$ cat src/rtl/pcm_frame_assembler.sv
// ---------------------------------------------------------------------------
// pcm_frame_assembler
//
// Sits between uart_rx and the sample FIFO on the DAC board. Serial bytes are
// collected into 32-bit stereo frames {left[15:0], right[15:0]} and written
// to the FIFO with a single-cycle strobe. Frames that arrive while the FIFO
// is full are dropped and counted. A partial frame is discarded if the line
// goes idle for TIMEOUT_BYTES byte times. Hysteretic flow control drives the
// host handshake line.
//
// Wire byte order is L_lo, L_hi, R_lo, R_hi, landing in fifo_wr_data bits
// [23:16], [31:24], [7:0] and [15:8] respectively.
//
// Optional feature macro: PCM_SYNC_HEADER_EN
//   When defined, each frame must be preceded by the header 0xA5, 0x5A.
//
// Ports:
//   clk           system clock
//   reset         asynchronous, active-high reset
//   rx_data       byte from uart_rx, valid while received=1
//   received      single-cycle byte strobe
//   fifo_full     FIFO full flag
//   fifo_fill     current FIFO occupancy
//   fifo_wr_en    single-cycle FIFO write strobe
//   fifo_wr_data  last assembled frame {L, R}
//   send_ok       host may send (drives UART_DSR_o)
//   low_water     registered (fifo_fill <= LOW_MARK)
//   resync        single-cycle pulse when a partial frame is discarded
//   frame_count   frames written, wraps
//   drop_count    frames dropped on full, saturates at 255
// ---------------------------------------------------------------------------
module pcm_frame_assembler #(
   parameter int CLK_FREQ      = 12_000_000,
   parameter int BAUDRATE      = 3_000_000,
   parameter int TIMEOUT_BYTES = 4,
   parameter int FILL_BITS     = 12,
   parameter int LOW_MARK      = 1228,
   parameter int HIGH_MARK     = 2048
) (
   input  logic                 clk,
   input  logic                 reset,
   input  logic [7:0]           rx_data,
   input  logic                 received,
   input  logic                 fifo_full,
   input  logic [FILL_BITS-1:0] fifo_fill,
   output logic                 fifo_wr_en,
   output logic [31:0]          fifo_wr_data,
   output logic                 send_ok,
   output logic                 low_water,
   output logic                 resync,
   output logic [15:0]          frame_count,
   output logic [7:0]           drop_count
);

   // Idle gap in clock cycles; 10 bit times per byte. Computed in 64 bits so
   // fast clocks do not overflow the intermediate product.
   localparam int TIMEOUT_CYCLES =
      int'((longint'(TIMEOUT_BYTES) * 10 * longint'(CLK_FREQ)) / longint'(BAUDRATE));
   localparam int CNT_W = (TIMEOUT_CYCLES > 1) ? $clog2(TIMEOUT_CYCLES) : 1;
   localparam logic [CNT_W-1:0]     TIMEOUT_LAST = CNT_W'(TIMEOUT_CYCLES - 1);
   localparam logic [FILL_BITS-1:0] LOW_LVL      = FILL_BITS'(LOW_MARK);
   localparam logic [FILL_BITS-1:0] HIGH_LVL     = FILL_BITS'(HIGH_MARK);

`ifdef PCM_SYNC_HEADER_EN
   typedef enum logic [2:0] {S_SYNC0, S_SYNC1, S_B0, S_B1, S_B2, S_B3} state_t;
   localparam state_t S_IDLE = S_SYNC0;
`else
   typedef enum logic [1:0] {S_B0, S_B1, S_B2, S_B3} state_t;
   localparam state_t S_IDLE = S_B0;
`endif

   state_t           state, state_next;
   logic [CNT_W-1:0] cnt, cnt_next;
   logic             resync_next;
   logic             frame_done;
   logic [7:0]       l_lo, l_hi, r_lo;

   // Framing state register, idle-gap counter and the resync pulse. All of
   // them return to the idle position immediately on reset.
   always_ff @(posedge clk or posedge reset) begin
      if (reset) begin
         state  <= S_IDLE;
         cnt    <= '0;
         resync <= 1'b0;
      end else begin
         state  <= state_next;
         cnt    <= cnt_next;
         resync <= resync_next;
      end
   end

   // Next-state logic. A received byte always takes priority over timeout
   // expiry, so a byte landing on the last idle cycle is kept. The gap
   // counter sits at zero whenever we are waiting for the start of a frame,
   // which is why no resync can ever fire while the line is idle.
   always_comb begin
      state_next  = state;
      cnt_next    = cnt;
      resync_next = 1'b0;
      frame_done  = 1'b0;
      if (received) begin
         cnt_next = '0;
         case (state)
`ifdef PCM_SYNC_HEADER_EN
            S_SYNC0: if (rx_data == 8'hA5) state_next = S_SYNC1;
            S_SYNC1: begin
               if (rx_data == 8'h5A) begin
                  state_next = S_B0;
               end else if (rx_data != 8'hA5) begin
                  state_next  = S_SYNC0;
                  resync_next = 1'b1;
               end
            end
`endif
            S_B0:    state_next = S_B1;
            S_B1:    state_next = S_B2;
            S_B2:    state_next = S_B3;
            S_B3: begin
               state_next = S_IDLE;
               frame_done = 1'b1;
            end
            default: state_next = S_IDLE;
         endcase
      end else if (state != S_IDLE) begin
         if (cnt == TIMEOUT_LAST) begin
            state_next  = S_IDLE;
            cnt_next    = '0;
            resync_next = 1'b1;
         end else begin
            cnt_next = cnt + CNT_W'(1);
         end
      end else begin
         cnt_next = '0;
      end
   end

   // Byte staging and FIFO write path. The first three bytes of a frame are
   // held privately so that an aborted frame never disturbs fifo_wr_data;
   // the output word only changes when a completed frame is written.
   always_ff @(posedge clk or posedge reset) begin
      if (reset) begin
         l_lo         <= '0;
         l_hi         <= '0;
         r_lo         <= '0;
         fifo_wr_en   <= 1'b0;
         fifo_wr_data <= '0;
         frame_count  <= '0;
         drop_count   <= '0;
      end else begin
         fifo_wr_en <= 1'b0;
         if (received) begin
            case (state)
               S_B0:    l_lo <= rx_data;
               S_B1:    l_hi <= rx_data;
               S_B2:    r_lo <= rx_data;
               default: ;
            endcase
         end
         if (frame_done) begin
            if (!fifo_full) begin
               fifo_wr_en   <= 1'b1;
               fifo_wr_data <= {l_hi, l_lo, rx_data, r_lo};
               frame_count  <= frame_count + 16'd1;
            end else if (drop_count != 8'hFF) begin
               drop_count <= drop_count + 8'd1;
            end
         end
      end
   end

   // Flow control with hysteresis: stop the host at the high mark, let it
   // resume only once the FIFO has drained to the low mark.
   always_ff @(posedge clk or posedge reset) begin
      if (reset) begin
         send_ok   <= 1'b1;
         low_water <= 1'b1;
      end else begin
         low_water <= (fifo_fill <= LOW_LVL);
         if (fifo_fill >= HIGH_LVL) begin
            send_ok <= 1'b0;
         end else if (fifo_fill <= LOW_LVL) begin
            send_ok <= 1'b1;
         end
      end
   end

endmodule

$ cat config.mk
export PLATFORM = sky130hd
export DESIGN_NAME = pcm_frame_assembler
export DESIGN_NICKNAME = d
export VERILOG_FILES = /design/src/rtl/pcm_frame_assembler.sv
export SDC_FILE = /design/constraint.sdc
export NUM_CORES = 1
export LEC_CHECK = 0
export BUFFER_PORTS_ARGS = -buffer_cell sky130_fd_sc_hd__buf_4
export CORE_MARGIN = 1.5
export CORE_UTILIZATION = 50
export CTS_BUF_LIST = sky130_fd_sc_hd__clkbuf_2 sky130_fd_sc_hd__clkbuf_4 sky130_fd_sc_hd__clkbuf_8
export DETAILED_ROUTE_END_ITERATION = 10
export PLACE_DENSITY = 0.74
export SLEW_MARGIN = 20
export SYNTH_ARGS = -nofsm -noshare
export SYNTH_HDL_FRONTEND = slang
export SYNTH_SLANG_ARGS = --single-unit
$ cat constraint.sdc
create_clock -name clk -period 3.5 [get_ports clk]
set_clock_uncertainty 0.1 [all_clocks]
set_input_delay 0 -clock clk [delete_from_list [all_inputs] [get_ports clk]]
set_output_delay 0 -clock clk [all_outputs]
set_load 0.005 [all_outputs]
==> flow_summary_export.csv <==
group,metric,value,unit
place,port_buffers,83,
run_status,status,"finished clean",
routing,initialDrtViolationCount,231,
timing,drv_slew,0,
cells_and_area,utilization,67.3,%
routing,routedWlPerCell,14.5,um
clock_tree,htree_num_levels,3,
clock_tree,cts_setup_buffers,0,
synth,syn_inst,349,
critical_path,critical_path_peak_fanout,19,
pwr,ir_worst_vdd,0.000418,V
clock_tree,cts_resized,0,
critical_path,path_class,"flop to flop",
pwr,clock_power_share,21.1,%
timing,setup_viol,0,
routing,drtAntennaViolNets,0,
timing,layout_min_cycle_time,2.24,ns
pwr,internal-power,2390,uW
clock_tree,clock_latency,0.35,ns
pwr,power.switching,1060,uW
clock_tree,cts_tree,"done",
grt,grt_max_degree,37,
synth,synth_nets,380,
timing,tns,0,ns
floorplanning,start_util,52.8,%
pwr,p_per_area,696,nW/um^2
clock_tree,clk_pin_slew,0.09,ns
timing,fmax,0.446,GHz
clock_tree,clockBufferDepth,2,
cells_and_area,finalNetCount,483,
synth,netlist_area,3890,sq um
pwr,swShare,30.6,%
clock_tree,ctsRootBufferMaster,"clkbuf_8",
synth,yosys_warnings,0,
critical_path,r2r_setup_slack,1.26,ns
synth,yosysTopAreaCell,"dfrtp_1",
critical_path,cp-end-kind,"flop",
cells_and_area,areaGrowthSynthToFinish,27.5,%
critical_path,rr_worst_depth,5,
synth,synth_top_area_share,59.2,%
timing,rsz0062_at_grt,"no",
job,timing.max_cap.violations,0,
synth,synth_cell_types,41,
routing,via_per_inst,5.10,
floorplanning,fp.coreArea,7370,sq um
critical_path,arrival,2.39,ns
timing,finalCritPeriodShare,64.1,%
timing,max_slew.worst_pin.slew,0.876,ns
pwr,p_comb_share,28.9,%
floorplanning,io_pins,84,
clock_tree,clock-sinks,94,
synth,ys_dominant_reg_cell,"dfrtp_1",
critical_path,start_kind,"flop",
grt,grt-ovfl-total,0,
cells_and_area,n_antenna_cell,0,
synth,async_flop_share,100,%
cells_and_area,fillCellCount,578,
floorplanning,dieArea,8310,sq um
floorplanning,die-height,91.2,um
grt,antenna_found_initial,0,
pwr,p_leak,0.00251,uW
clock_tree,postCtsHoldBufs,14,
timing,hold_viol_final,0,
grt,track_usage,20.8,%
pwr,seq_power_share,50.1,%
synth,syn_avg_cell_area,11.1,sq um
floorplanning,die_w,91.2,um
synth,synth_seq_area_share,60.6,%
routing,routed_wl,8.09,mm
routing,drtPass1Iterations,4,
routing,drc_errors,0,
grt,grt_pass1_wl,13.7,mm
hold_path,hold_class,"input port to flop",
place,hpwl,5.52,mm
cells_and_area,drive_gt1_share,30.6,%
grt,grt_pass1_vias,2816,
critical_path,required,3.64,ns
synth,synth_area_leaders,"dfrtp_1, nand2_1, mux2_2",
timing,slew_headroom,41.4,%
hold_path,min_path_cells,4,
floorplanning,core.rowCount,31,
place,gp_congestion,0.784,
synth,ys_seq_elements,94,
routing,num_vias,2836,
clock_tree,cts_buffers,9,
synth,synth_edf_count,0,
[cell type report]
type | instances | area [sq um] | share of cell area, %
Clock buffer | 12 | 153 | 3.08
Inverter | 8 | 31.3 | 0.631
Timing Repair Buffer | 101 | 793 | 16.0
Tap cell | 99 | 124 | 2.50
Multi-Input combinational cell | 238 | 1450 | 29.3
Sequential cell | 94 | 2350 | 47.5
Clock inverter | 4 | 47.5 | 0.959
[kinds of logic (layout without fill, tap and decap cells)]
group,count (synthesis),in the layout,share of synthesized area [%]
AND/OR/NAND/NOR,162,162,18.7
flip-flops,94,94,60.6
multiplexers,29,29,8.37
XOR/XNOR,22,22,4.96
AO/OA/AOI/OAI,18,18,3.12
buffers and inverters,17,125,2.03
adder cells (fa/ha/maj),7,7,2.25
[state kept, by name, summed over array words and instances (netlist names)]
signal        count
l_lo              8
fifo_wr_en        1
cnt               8
resync            1
frame_count      16
send_ok           1
state             2
fifo_wr_data     32
r_lo              8
l_hi              8
drop_count        8
low_water         1
[synthesized netlist by cell type, types with 6 or more instances]
| library cell | number |
|---|---|
| a21oi_1 | 6 |
| dfrtp_1 | 92 |
| ha_1 | 7 |
| inv_1 | 7 |
| mux2_2 | 27 |
| nand2_1 | 118 |
| nand3_1 | 7 |
| nand4_1 | 7 |
| nor2_1 | 11 |
| xnor2_1 | 16 |
| xor2_1 | 6 |
[worst paths after layout]
| check | startpoint | endpoint |
|---|---|---|
| max | state[0] | frame_count[14] |
| min | fifo_full | drop_count[2] |
| max reg2reg | state[0] | frame_count[14] |
| min reg2reg | l_hi[3] | fifo_wr_data[27] |
| max in group asynchronous | reset | low_water |
| min in group asynchronous | reset | drop_count[3] |
[layer usage]
metal / part of all wire (%) / track usage [%] / up-vias
li1: - / - / 1356
met1: 44 / 28.2 / 1397
met2: 49 / 33.8 / 71
met3: 5.5 / 3.52 / 12
met4: 1.7 / 7.81 / 0
met5: 0 / 0 / -
[stage by stage]
| stage | power (uW) | instances | setup slack, ns | instance area (sq um) | hold slack, ns |
|---|---|---|---|---|---|
| 6_report | 3450 | 556 | 1.26 | 4960 | 0.0445 |
| 5_1_grt | 3670 | 556 | 1.04 | 4960 | 0.0945 |
| 4_1_cts | 3480 | 556 | 1.22 | 4960 | 0.0439 |
| 3_5_place_dp | 2730 | 526 | 1.22 | 4620 | -0.0313 |
| 3_3_place_gp | 2680 | 526 | 1.29 | 4620 | -0.0277 |
| 2_1_floorplan | 2210 | 349 | 0.955 | 3890 | -0.0706 |
[worst max-delay path, stage by stage (launching register included)]
cell	delay, ns
dfrtp_1	0.40
ha_1	0.18
nand3b_1	0.59
nor3_4	0.53
nand4_1	0.18
xnor2_1	0.15
[cells in the final DEF (no fill, tap or decap), types with 3 or more instances in the layout]
master / instances
xor2_1: 6
and3_1: 3
o21ai_0: 3
a21oi_1: 6
ha_1: 7
inv_1: 6
clkinv_2: 3
nand3_1: 7
nor2_1: 11
xnor2_1: 16
mux2_2: 27
dlygate4sd3_1: 14
clkbuf_8: 10
nand2_1: 118
nand4_1: 7
buf_4: 87
dfrtp_1: 92
[power by group through the flow]
stage | registers, uW | clock network, uW | logic [uW]
final | 1730 | 727 | 996
after global routing | 1770 | 781 | 1120
after CTS | 1720 | 736 | 1010
after detailed placement | 1740 | 0 | 995
after global placement | 1720 | 0 | 952
after floorplan | 1690 | 0 | 515
Note: power is estimated with default switching activity, not from simulation.
